## src/rtl/sevenseg_pkg.sv

```systemverilog
// Shared definitions for the seven-segment display paths: segment bit
// positions, the active-high hex glyph table and the output polarity helper.
package sevenseg_pkg;

  // Segment bit positions inside a 7-bit glyph (bit0 = a ... bit6 = g).
  localparam int SEG_A = 0;
  localparam int SEG_B = 1;
  localparam int SEG_C = 2;
  localparam int SEG_D = 3;
  localparam int SEG_E = 4;
  localparam int SEG_F = 5;
  localparam int SEG_G = 6;

  // Builds a glyph from individual segment flags, listed in a..g order.
  function automatic logic [6:0] seg_bits(input logic a, input logic b,
                                          input logic c, input logic d,
                                          input logic e, input logic f,
                                          input logic g);
    logic [6:0] s;
    s        = '0;
    s[SEG_A] = a;
    s[SEG_B] = b;
    s[SEG_C] = c;
    s[SEG_D] = d;
    s[SEG_E] = e;
    s[SEG_F] = f;
    s[SEG_G] = g;
    return s;
  endfunction

  // Active-high glyphs for 0..F; b and d are the lowercase forms so they
  // cannot be confused with 8 and 0.
  localparam logic [6:0] HEX_GLYPH [16] = '{
    seg_bits(1, 1, 1, 1, 1, 1, 0),  // 0
    seg_bits(0, 1, 1, 0, 0, 0, 0),  // 1
    seg_bits(1, 1, 0, 1, 1, 0, 1),  // 2
    seg_bits(1, 1, 1, 1, 0, 0, 1),  // 3
    seg_bits(0, 1, 1, 0, 0, 1, 1),  // 4
    seg_bits(1, 0, 1, 1, 0, 1, 1),  // 5
    seg_bits(1, 0, 1, 1, 1, 1, 1),  // 6
    seg_bits(1, 1, 1, 0, 0, 0, 0),  // 7
    seg_bits(1, 1, 1, 1, 1, 1, 1),  // 8
    seg_bits(1, 1, 1, 1, 0, 1, 1),  // 9
    seg_bits(1, 1, 1, 0, 1, 1, 1),  // A
    seg_bits(0, 0, 1, 1, 1, 1, 1),  // b
    seg_bits(1, 0, 0, 1, 1, 1, 0),  // C
    seg_bits(0, 1, 1, 1, 1, 0, 1),  // d
    seg_bits(1, 0, 0, 1, 1, 1, 1),  // E
    seg_bits(1, 0, 0, 0, 1, 1, 1)   // F
  };

  // Maps an active-high drive bit onto the pin polarity of the board.
  function automatic logic apply_pol(input logic active_high_val,
                                     input bit   active_low);
    return active_low ? ~active_high_val : active_high_val;
  endfunction

endpackage

```

## src/rtl/hex_to_seg7.sv

```systemverilog
// Combinational nibble-to-glyph decoder (active-high), shared by every
// display path that needs a hex digit on a seven-segment element.
module hex_to_seg7
  import sevenseg_pkg::*;
(
  input  logic [3:0] nibble_i,
  output logic [6:0] seg_o
);

  // Straight table lookup; the table covers all 16 codes so no default is needed.
  assign seg_o = HEX_GLYPH[nibble_i];

endmodule

```

## src/rtl/sevenseg_scanner.sv

```systemverilog
// Time-multiplexed seven-segment scanner: walks one digit at a time through
// NUM_DIGITS anodes, with a dead-time gap at the start of every slot,
// leading-zero suppression, blanking, per-digit enables and a frame-aligned
// double buffer so a new value never tears across a scan.
module sevenseg_scanner
  import sevenseg_pkg::*;
#(
  parameter int NUM_DIGITS     = 8,
  parameter int CLK_DIV        = 100000,
  parameter int DEAD_CYCLES    = 2,
  parameter bit AN_ACTIVE_LOW  = 1'b1,
  parameter bit CAT_ACTIVE_LOW = 1'b1
) (
  input  logic                    CLK,
  input  logic                    Reset,
  input  logic [4*NUM_DIGITS-1:0] Data,
  input  logic                    Load,
  input  logic [NUM_DIGITS-1:0]   DigitEn,
  input  logic                    LZS,
  input  logic                    Blank,
  output logic [NUM_DIGITS-1:0]   SevenSegAn,
  output logic [6:0]              SevenSegCat,
  output logic                    Frame
);

  localparam int CNT_W = (CLK_DIV > 1) ? $clog2(CLK_DIV) : 1;
  localparam int IDX_W = (NUM_DIGITS > 1) ? $clog2(NUM_DIGITS) : 1;

  // Pin levels for "nothing driven" under the selected polarities.
  localparam logic [NUM_DIGITS-1:0] AN_OFF  = {NUM_DIGITS{apply_pol(1'b0, AN_ACTIVE_LOW)}};
  localparam logic [6:0]            CAT_OFF = {7{apply_pol(1'b0, CAT_ACTIVE_LOW)}};

  // Scan position
  logic [CNT_W-1:0] cnt_q, cnt_d;
  logic [IDX_W-1:0] idx_q, idx_d;
  logic             cnt_wrap;
  logic             frame_edge;

  // Double-buffered display data
  logic [4*NUM_DIGITS-1:0] pend_q, pend_d;
  logic                    pend_v_q, pend_v_d;
  logic [4*NUM_DIGITS-1:0] shadow_q, shadow_d;

  // Current-digit decode
  logic [3:0]            cur_nib;
  logic                  cur_en;
  logic                  upper_nz;
  logic                  suppressed;
  logic                  visible;
  logic [6:0]            glyph;
  logic [NUM_DIGITS-1:0] an_hi;
  logic [6:0]            cat_hi;

  // Registered outputs
  logic [NUM_DIGITS-1:0] an_q, an_d;
  logic [6:0]            cat_q, cat_d;
  logic                  frame_pend_q;
  logic                  frame_q;

  assign cnt_wrap   = (cnt_q == CNT_W'(CLK_DIV - 1));
  assign frame_edge = cnt_wrap && (idx_q == IDX_W'(NUM_DIGITS - 1));

  // Prescaler and digit index: idx steps once per slot and wraps on the frame edge.
  always_comb begin
    // NOTE: every signal written here gets a default first, so no path
    // through the block leaves a value held and no latch is inferred.
    cnt_d = cnt_q + CNT_W'(1);
    idx_d = idx_q;
    if (cnt_wrap) begin
      cnt_d = '0;
      idx_d = frame_edge ? '0 : idx_q + IDX_W'(1);
    end
  end

  // Pending/shadow buffer: Load fills pend; the frame edge publishes it. A Load
  // landing exactly on the frame edge bypasses pend and goes straight to shadow.
  always_comb begin
    pend_d   = pend_q;
    pend_v_d = pend_v_q;
    shadow_d = shadow_q;
    if (Load) begin
      pend_d   = Data;
      pend_v_d = 1'b1;
    end
    if (frame_edge) begin
      pend_v_d = 1'b0;
      if (Load) begin
        shadow_d = Data;
      end else if (pend_v_q) begin
        shadow_d = pend_q;
      end
    end
  end

  // Select the current digit's nibble/enable and look for any non-zero nibble
  // at or above it, which is what decides leading-zero suppression.
  always_comb begin
    cur_nib  = '0;
    cur_en   = 1'b0;
    upper_nz = 1'b0;
    for (int i = 0; i < NUM_DIGITS; i++) begin
      if (idx_q == IDX_W'(i)) begin
        cur_nib = shadow_q[i*4 +: 4];
        cur_en  = DigitEn[i];
      end
      if ((IDX_W'(i) >= idx_q) && (shadow_q[i*4 +: 4] != 4'h0)) begin
        upper_nz = 1'b1;
      end
    end
  end

  hex_to_seg7 u_dec (
    .nibble_i (cur_nib),
    .seg_o    (glyph)
  );

  // Visibility and active-high drive, then polarity applied bit by bit.
  always_comb begin
    // Digit 0 is never suppressed so an all-zero value still shows one "0".
    suppressed = LZS && (idx_q != '0) && !upper_nz;
    visible    = (int'({1'b0, cnt_q}) >= DEAD_CYCLES) && cur_en && !Blank && !suppressed;
    an_hi      = '0;
    for (int i = 0; i < NUM_DIGITS; i++) begin
      an_hi[i] = visible && (idx_q == IDX_W'(i));
    end
    cat_hi = visible ? glyph : 7'h00;
    an_d   = AN_OFF;
    cat_d  = CAT_OFF;
    for (int i = 0; i < NUM_DIGITS; i++) begin
      an_d[i] = apply_pol(an_hi[i], AN_ACTIVE_LOW);
    end
    for (int i = 0; i < 7; i++) begin
      cat_d[i] = apply_pol(cat_hi[i], CAT_ACTIVE_LOW);
    end
  end

  // State and output registers with synchronous reset.
  always_ff @(posedge CLK) begin
    // NOTE: sequential state uses non-blocking assignments so every flop
    // samples pre-edge values regardless of statement order.
    if (Reset) begin
      cnt_q        <= '0;
      idx_q        <= '0;
      // NOTE: pend/shadow are plain flops, not a RAM, so they take the reset;
      // this is what makes the first frame after reset show zeros and what
      // discards a Load that was still pending when reset arrived.
      pend_q       <= '0;
      pend_v_q     <= 1'b0;
      shadow_q     <= '0;
      an_q         <= AN_OFF;
      cat_q        <= CAT_OFF;
      frame_pend_q <= 1'b0;
      frame_q      <= 1'b0;
    end else begin
      cnt_q        <= cnt_d;
      idx_q        <= idx_d;
      pend_q       <= pend_d;
      pend_v_q     <= pend_v_d;
      shadow_q     <= shadow_d;
      an_q         <= an_d;
      cat_q        <= cat_d;
      // Frame is two stages behind the wrap: one for the counters to reach
      // digit 0 slot 0, one for the output flops to show it. Keying it on
      // a real wrap means no pulse on the first cycle out of reset.
      frame_pend_q <= frame_edge;
      frame_q      <= frame_pend_q;
    end
  end

  assign SevenSegAn  = an_q;
  assign SevenSegCat = cat_q;
  assign Frame       = frame_q;

endmodule
```

## config.mk

```make
export PLATFORM = sky130hd
export DESIGN_NAME = sevenseg_scanner
export DESIGN_NICKNAME = d
export VERILOG_FILES = /design/src/rtl/sevenseg_pkg.sv /design/src/rtl/hex_to_seg7.sv /design/src/rtl/sevenseg_scanner.sv
export SDC_FILE = /design/constraint.sdc
export NUM_CORES = 1
export LEC_CHECK = 0
export CAP_MARGIN = 30
export CORE_AREA = 5 5 115 117
export CTS_BUF_LIST = sky130_fd_sc_hd__clkbuf_8
export DETAILED_ROUTE_END_ITERATION = 6
export DIE_AREA = 0 0 120 122
export PLACE_DENSITY = 0.59
export SLEW_MARGIN = 15
export SYNTH_ARGS = -nofsm -noshare
export SYNTH_HDL_FRONTEND = slang
export SYNTH_HIERARCHICAL = 1
export SYNTH_SLANG_ARGS = --single-unit
```

## constraint.sdc

```tcl
create_clock -name CLK -period 2.74 [get_ports CLK]
set_clock_uncertainty 0.1 [all_clocks]
set_input_delay 0.548 -clock CLK [delete_from_list [all_inputs] [get_ports CLK]]
set_output_delay 0.548 -clock CLK [all_outputs]
set_load 0.05 [all_outputs]
```

After elaboration in Yosys (flattened, before gate mapping)
Memories as Yosys holds them, arrays and structs flattened. Cells that the tools add are included.

Add/sub/neg operators: 2. Multipliers: 0. Divide/modulo/power cells: 0. Order comparisons: 10. Equality and inequality tests: 8. Shifts and indexed selects: 0. Multiplexer cells: 30. Bitwise logic cells: 16. Reductions and logical operators: 39.

Operator list (count): $mux 32 (2); $mux 4 (8); $reduce_bool 4->1 (8); $logic_and 1x1->1 (22); $mux 7 (3); $add 17x1->17 const B (1); $eq 17x17->1 const B (1); $ge 17x2->1 const B (1); $mux 1 (16); $not 1->1 (15); $eq 3x3->1 const B (4); $ge 3x3->1 const A (4); $eq 3x2->1 const B (2); $ge 1x3->1 const A (2); $ge 2x3->1 const A (2); $ge 5x5->1 const B (1); $not 4->5 (1); $reduce_or 2->1 (2); $add 3x1->3 const B (1); $eq 3x1->1 const B (1); $logic_not 1->1 (3); $logic_not 3->1 (1); $mux 3 (1); $reduce_bool 3->1 (1); other kinds (2) (2).

Flip-flop bits (word level): 102. Latch bits: 0. Bits in writable memories: 0. Memory bits (read-only): 112. Output and inout port bits: 16. Word-level logic and storage cells: 115. Memories kept: 1.

Memories: (no name shown) (depth 16, width 7, read ports 1, clocked after Yosys merged registers in 0, wr ports 0, RTL line hex_to_seg7.sv:11) `assign seg_o = HEX_GLYPH[nibble_i];`.

Depth between registers and ports, before layout
Depth after elaboration: 16. Mapped depth: 13.

Modules after synthesis
Netlist, hierarchy kept.

By module, submodules not included: sevenseg_scanner (instances 1, cells an instance 501, area each 4450.5 um^2); hex_to_seg7 (instances 1, cells an instance 33, area each 290.3 um^2).

Least setup slack after synthesis
No wires, ideal clock.

Path type: reg2reg. From: reg idx_q[1]. To: reg cat_q[3], in the netlist SevenSegCat[3]. Library setup time: 0.059 ns. Data arrival time: 2.604 ns. Data required time: 2.581 ns. Path slack: -0.023 ns. Stages on the path, launching flop included: 12. Period minus slack after synthesis: 2.763 ns. Cell sequence: dfxtp_1 -> buf_2 -> nand2b_1 -> clkbuf_1 -> nand3_1 -> a211oi_1 -> o22ai_1 -> a31oi_1 -> inv_1 -> ha_1 -> mux4_1 -> nand2_1.

RTL lines: from (decl) (RTL line sevenseg_scanner.sv:35) `logic [IDX_W-1:0] idx_q, idx_d;`; from (signal assigned) (RTL line sevenseg_scanner.sv:156) `idx_q <= idx_d;`; $logic_not 3->1 (RTL line sevenseg_scanner.sv:102) `if (idx_q == IDX_W'(i)) begin`; $mux 4 (7 in a row) (RTL line sevenseg_scanner.sv:102); $mux 4 (*) (RTL line sevenseg_scanner.sv:102); named net cur_nib[1] (RTL line sevenseg_scanner.sv:45) `logic [3:0] cur_nib;`; $not 4->5 (implied by the code) (*) (RTL line hex_to_seg7.sv:11); $mem_v2 16x7 (*); $mux 7 (implied by the code) (*) (2 in a row) (RTL line hex_to_seg7.sv:11); named net glyph[3] (RTL line sevenseg_scanner.sv:50) `logic [6:0] glyph;`; $mux 7 (*) (RTL line sevenseg_scanner.sv:126) `cat_hi = visible ? glyph : 7'h00;`; $not 1->1 (*) (RTL line sevenseg_pkg.sv:55) `return active_low ? ~active_high_val : active_high_val;`; to (signal assigned) (RTL line sevenseg_scanner.sv:161) `cat_q <= cat_d;`; to (decl) (RTL line sevenseg_scanner.sv:56) `logic [6:0] cat_q, cat_d;`.

The timed path passes the listed nets; every way through them passes the cells marked *. The select of a mux whose other input is x is not followed. A chain may end at the register's enable or synchronous reset.

Worst setup path after layout
From: reg idx_q[0]. To: reg cat_q[3], in the netlist SevenSegCat[3].

The elaborated chain is that of the path after synthesis.

==> impl_metrics.csv <==
group,metric,value,unit
clock_network,hold_buffers,0,
placement,io_buffers,60,
timing,slew_violations,0,
logic_synthesis,synth_edf_count,0,
logic_synthesis,synthMuxAreaShare,8.95,%
placement,dp.cells,738,
worst_setup_path,path_cells,"buf_4 > nand2b_2 > nand3_1 > a211oi_2 > o22ai_1 > a31oi_2 > inv_1 > ha_1 > mux4_1 > nand2_1",
logic_synthesis,synth_area,0.00474,mm^2
global_route,grt_overflow_total,0,
global_route,antenna_found_initial,0,
drt,via_per_inst,5.13,
worst_setup_path,slowest_stage,"mux4_1",
worst_setup_path,cp.required,2960,ps
floorplanning,die_y,122,um
floorplanning,dieArea,0.0146,mm^2
global_route,grtUsageMet2,28.3,%
layout,diodes,0,
worst_setup_path,critPathMaxFanout,7,
run_status,outcome,"finished clean",
logic_synthesis,synthAdderAreaFrac,3.43,%
worst_setup_path,cp-start-kind,"flip-flop",
floorplanning,die_w,120,um
clock_network,cts_sinks,102,
global_route,gr-usage-met1,20.8,%
logic_synthesis,async_reset_ff_share,0,%
timing,period_minus_slack,2530,ps
logic_synthesis,synth_nets,592,
logic_synthesis,synth_top_family_by_area,"simple AND/OR/NAND/NOR gates",
layout,final_nets,660,
drt,detail_route.iter0.violations,233,
timing,setup_viol_count_final,0,
placement,dp_hpwl,8540,um
logic_synthesis,yosys.area_share.simple,29.8,%
drt,wl_per_cell,15.1,um
drt,remaining_drc_errors,0,
layout,drive_gt1_share,17.1,%
timing,worst_slew_pin_slew,564,ps
clock_network,clkSlewWorstSetupHoldPaths,90,ps
timing,finalCritPeriodShare,92.3,%
logic_synthesis,synth_ff_type,"dfxtp_1",
power_and_ir_drop,p_per_area,471,mW/mm^2
global_route,grt_max_degree,50,
timing,max_freq,395,MHz
power_and_ir_drop,peakVddDrop,0.233,mV
logic_synthesis,yosysSeqAreaShare,43.1,%
logic_synthesis,synth_warnings,6,
timing,hold_viol_final,0,
drt,first_pass_iters,6,
drt,routed_wl,11400,um
placement,place_ws,-3.29,ps
logic_synthesis,yosys_register_bits,102,
floorplanning,num_rows,41,
layout,fillCellCount,1174,
worst_hold_path,hold_path_class,"reg2reg",
layout,areaGrowthSynthToFinish,23.9,%
clock_network,cts_root_buf,"clkbuf_8",
placement,gp_congestion,0.834,
clock_network,clockBufferDepth,2,
clock_network,clk_latency,380,ps
layout,final_common_cell,"dfxtp_1",
timing,slew_headroom,62.4,%
floorplanning,start_util,38.7,%
layout,final_cells,757,
worst_setup_path,critical_path_class,"reg2reg",
drt,ant_nets,0,
logic_synthesis,synth_cells,534,
drt,vias,3886,
logic_synthesis,synth_compound_area_share,6.76,%
worst_setup_path,endpoint_kind,"flip-flop",
floorplanning,placeableCoreArea,0.0123,mm^2
global_route,grt.total_usage,16.6,%
floorplanning,pin_count,61,
clock_network,cts_tree,"yes",
logic_synthesis,synth_cell_types,46,
worst_setup_path,max_stage_delay,490,ps
global_route,grt_pass1_vias,3991,
clock_network,cts_made_buffers,9,
logic_synthesis,synth-xor-area-share,2.77,%
worst_setup_path,cp.arrival,2750,ps
flow_run,maxCapViolCount,0,
logic_synthesis,synth_area_per_cell,8.88,um^2
global_route,grt-busiest-layer,"met2",
clock_network,cts_max_level,3,
global_route,grt_use_met3,3.30,%
global_route,grt_pass1_wl,19500,um
power_and_ir_drop,power.leakage,2.37,nW
timing,worst_slack,211,ps
layout,final_cell_mix,"100 x dfxtp_1, 72 x nor2_1, 63 x nand2_1",
synthesized netlist by cell type (5+ instances only):
cell type,instances,share of area [%]
o22ai_1,8,1.1
a31oi_1,5,0.66
nand2b_1,5,0.66
inv_1,13,1.0
clkbuf_1,20,1.6
nand3_1,54,5.7
dfxtp_1,102,43
ha_1,13,3.4
nor2_1,73,5.8
buf_2,10,1.1
nor3_1,6,0.63
nand3b_2,30,7.1
nor4_1,12,1.6
xor2_1,7,1.3
a211oi_1,7,1.1
nand3b_1,5,0.79
a21oi_1,11,1.2
mux2i_1,36,7.6
nand2_1,63,5.0
o21ai_0,6,0.63
nand4_1,5,0.66
xnor2_1,8,1.5
what timing repair did:
action	in CTS	in global routing
setup endpoints to repair	1	6
pin swaps	1	2
gates resized for setup	2	14
buffers inserted	0	3
worst paths after layout:
check / start / to / slack, ps / cells past startpoint
max: idx_q[0] / SevenSegCat[3] / 210 / 10
min: frame_pend_q / Frame / 360 / 1
max reg2reg: idx_q[0] / SevenSegCat[3] / 210 / 10
min reg2reg: frame_pend_q / Frame / 360 / 1
metal layers:
| layer | vias to the layer above | share of wire, % |
|---|---|---|
| met3 | 13 | 3.6 |
| li1 | 1979 | - |
| met2 | 52 | 50 |
| met5 | - | 0 |
| met1 | 1842 | 45 |
| met4 | 0 | 1.6 |
metrics by stage:
step	hold slack, ps	TNS, ps	utilization [%]	power [mW]	instance area (um^2)
after detailed placement	334	-3.29	45.5	1.78	5580
after global placement	354	0	45.5	1.77	5580
after floorplan	314	0	-	1.68	4750
after CTS	362	0	47.3	2.80	5800
after global routing	376	-1.43	47.9	2.88	5870
final	358	0	47.9	2.77	5870
registers in the layout, summed over array words and instances, names as in the netlist:
signal,count
Frame,1
SevenSegAn,8
SevenSegCat,7
cnt_q,17
frame_pend_q,1
idx_q,3
pend_q,32
pend_v_q,1
shadow_q,32
cells by family after synthesis:
family | Yosys count
xor+xnor | 15
compound gates | 48
mux | 40
simple gates | 265
buf+inv | 51
flops | 102
fa+ha+maj | 13
power by group:
group | internal, mW | switching (mW)
combinational | 0.112 | 0.0960
sequential | 1.52 | 0.0132
clock | 0.530 | 0.500
cell type report:
cell class / count / area (um^2) / share of cell area, %
well taps: 150 / 188 / 3.20
multi-input cells: 381 / 2510 / 42.8
clock buffers: 10 / 138 / 2.34
inverters: 13 / 48.8 / 0.831
repair buffers: 95 / 857 / 14.6
clock inverters: 6 / 77.6 / 1.32
flip-flops and latches: 102 / 2050 / 34.9
worst max-delay path, delay by kind of cell (launching register included):
| kind | cells | cell delay, ps |
|---|---|---|
| DFF | 1 | 380 |
| adders and majority gates | 1 | 320 |
| muxes | 1 | 490 |
| and+or+nand+nor | 3 | 290 |
| AOI/OAI and AO/OA | 3 | 640 |
| buffers and inverters | 2 | 260 |
No activity file was read; power rests on OpenSTA's default activity.
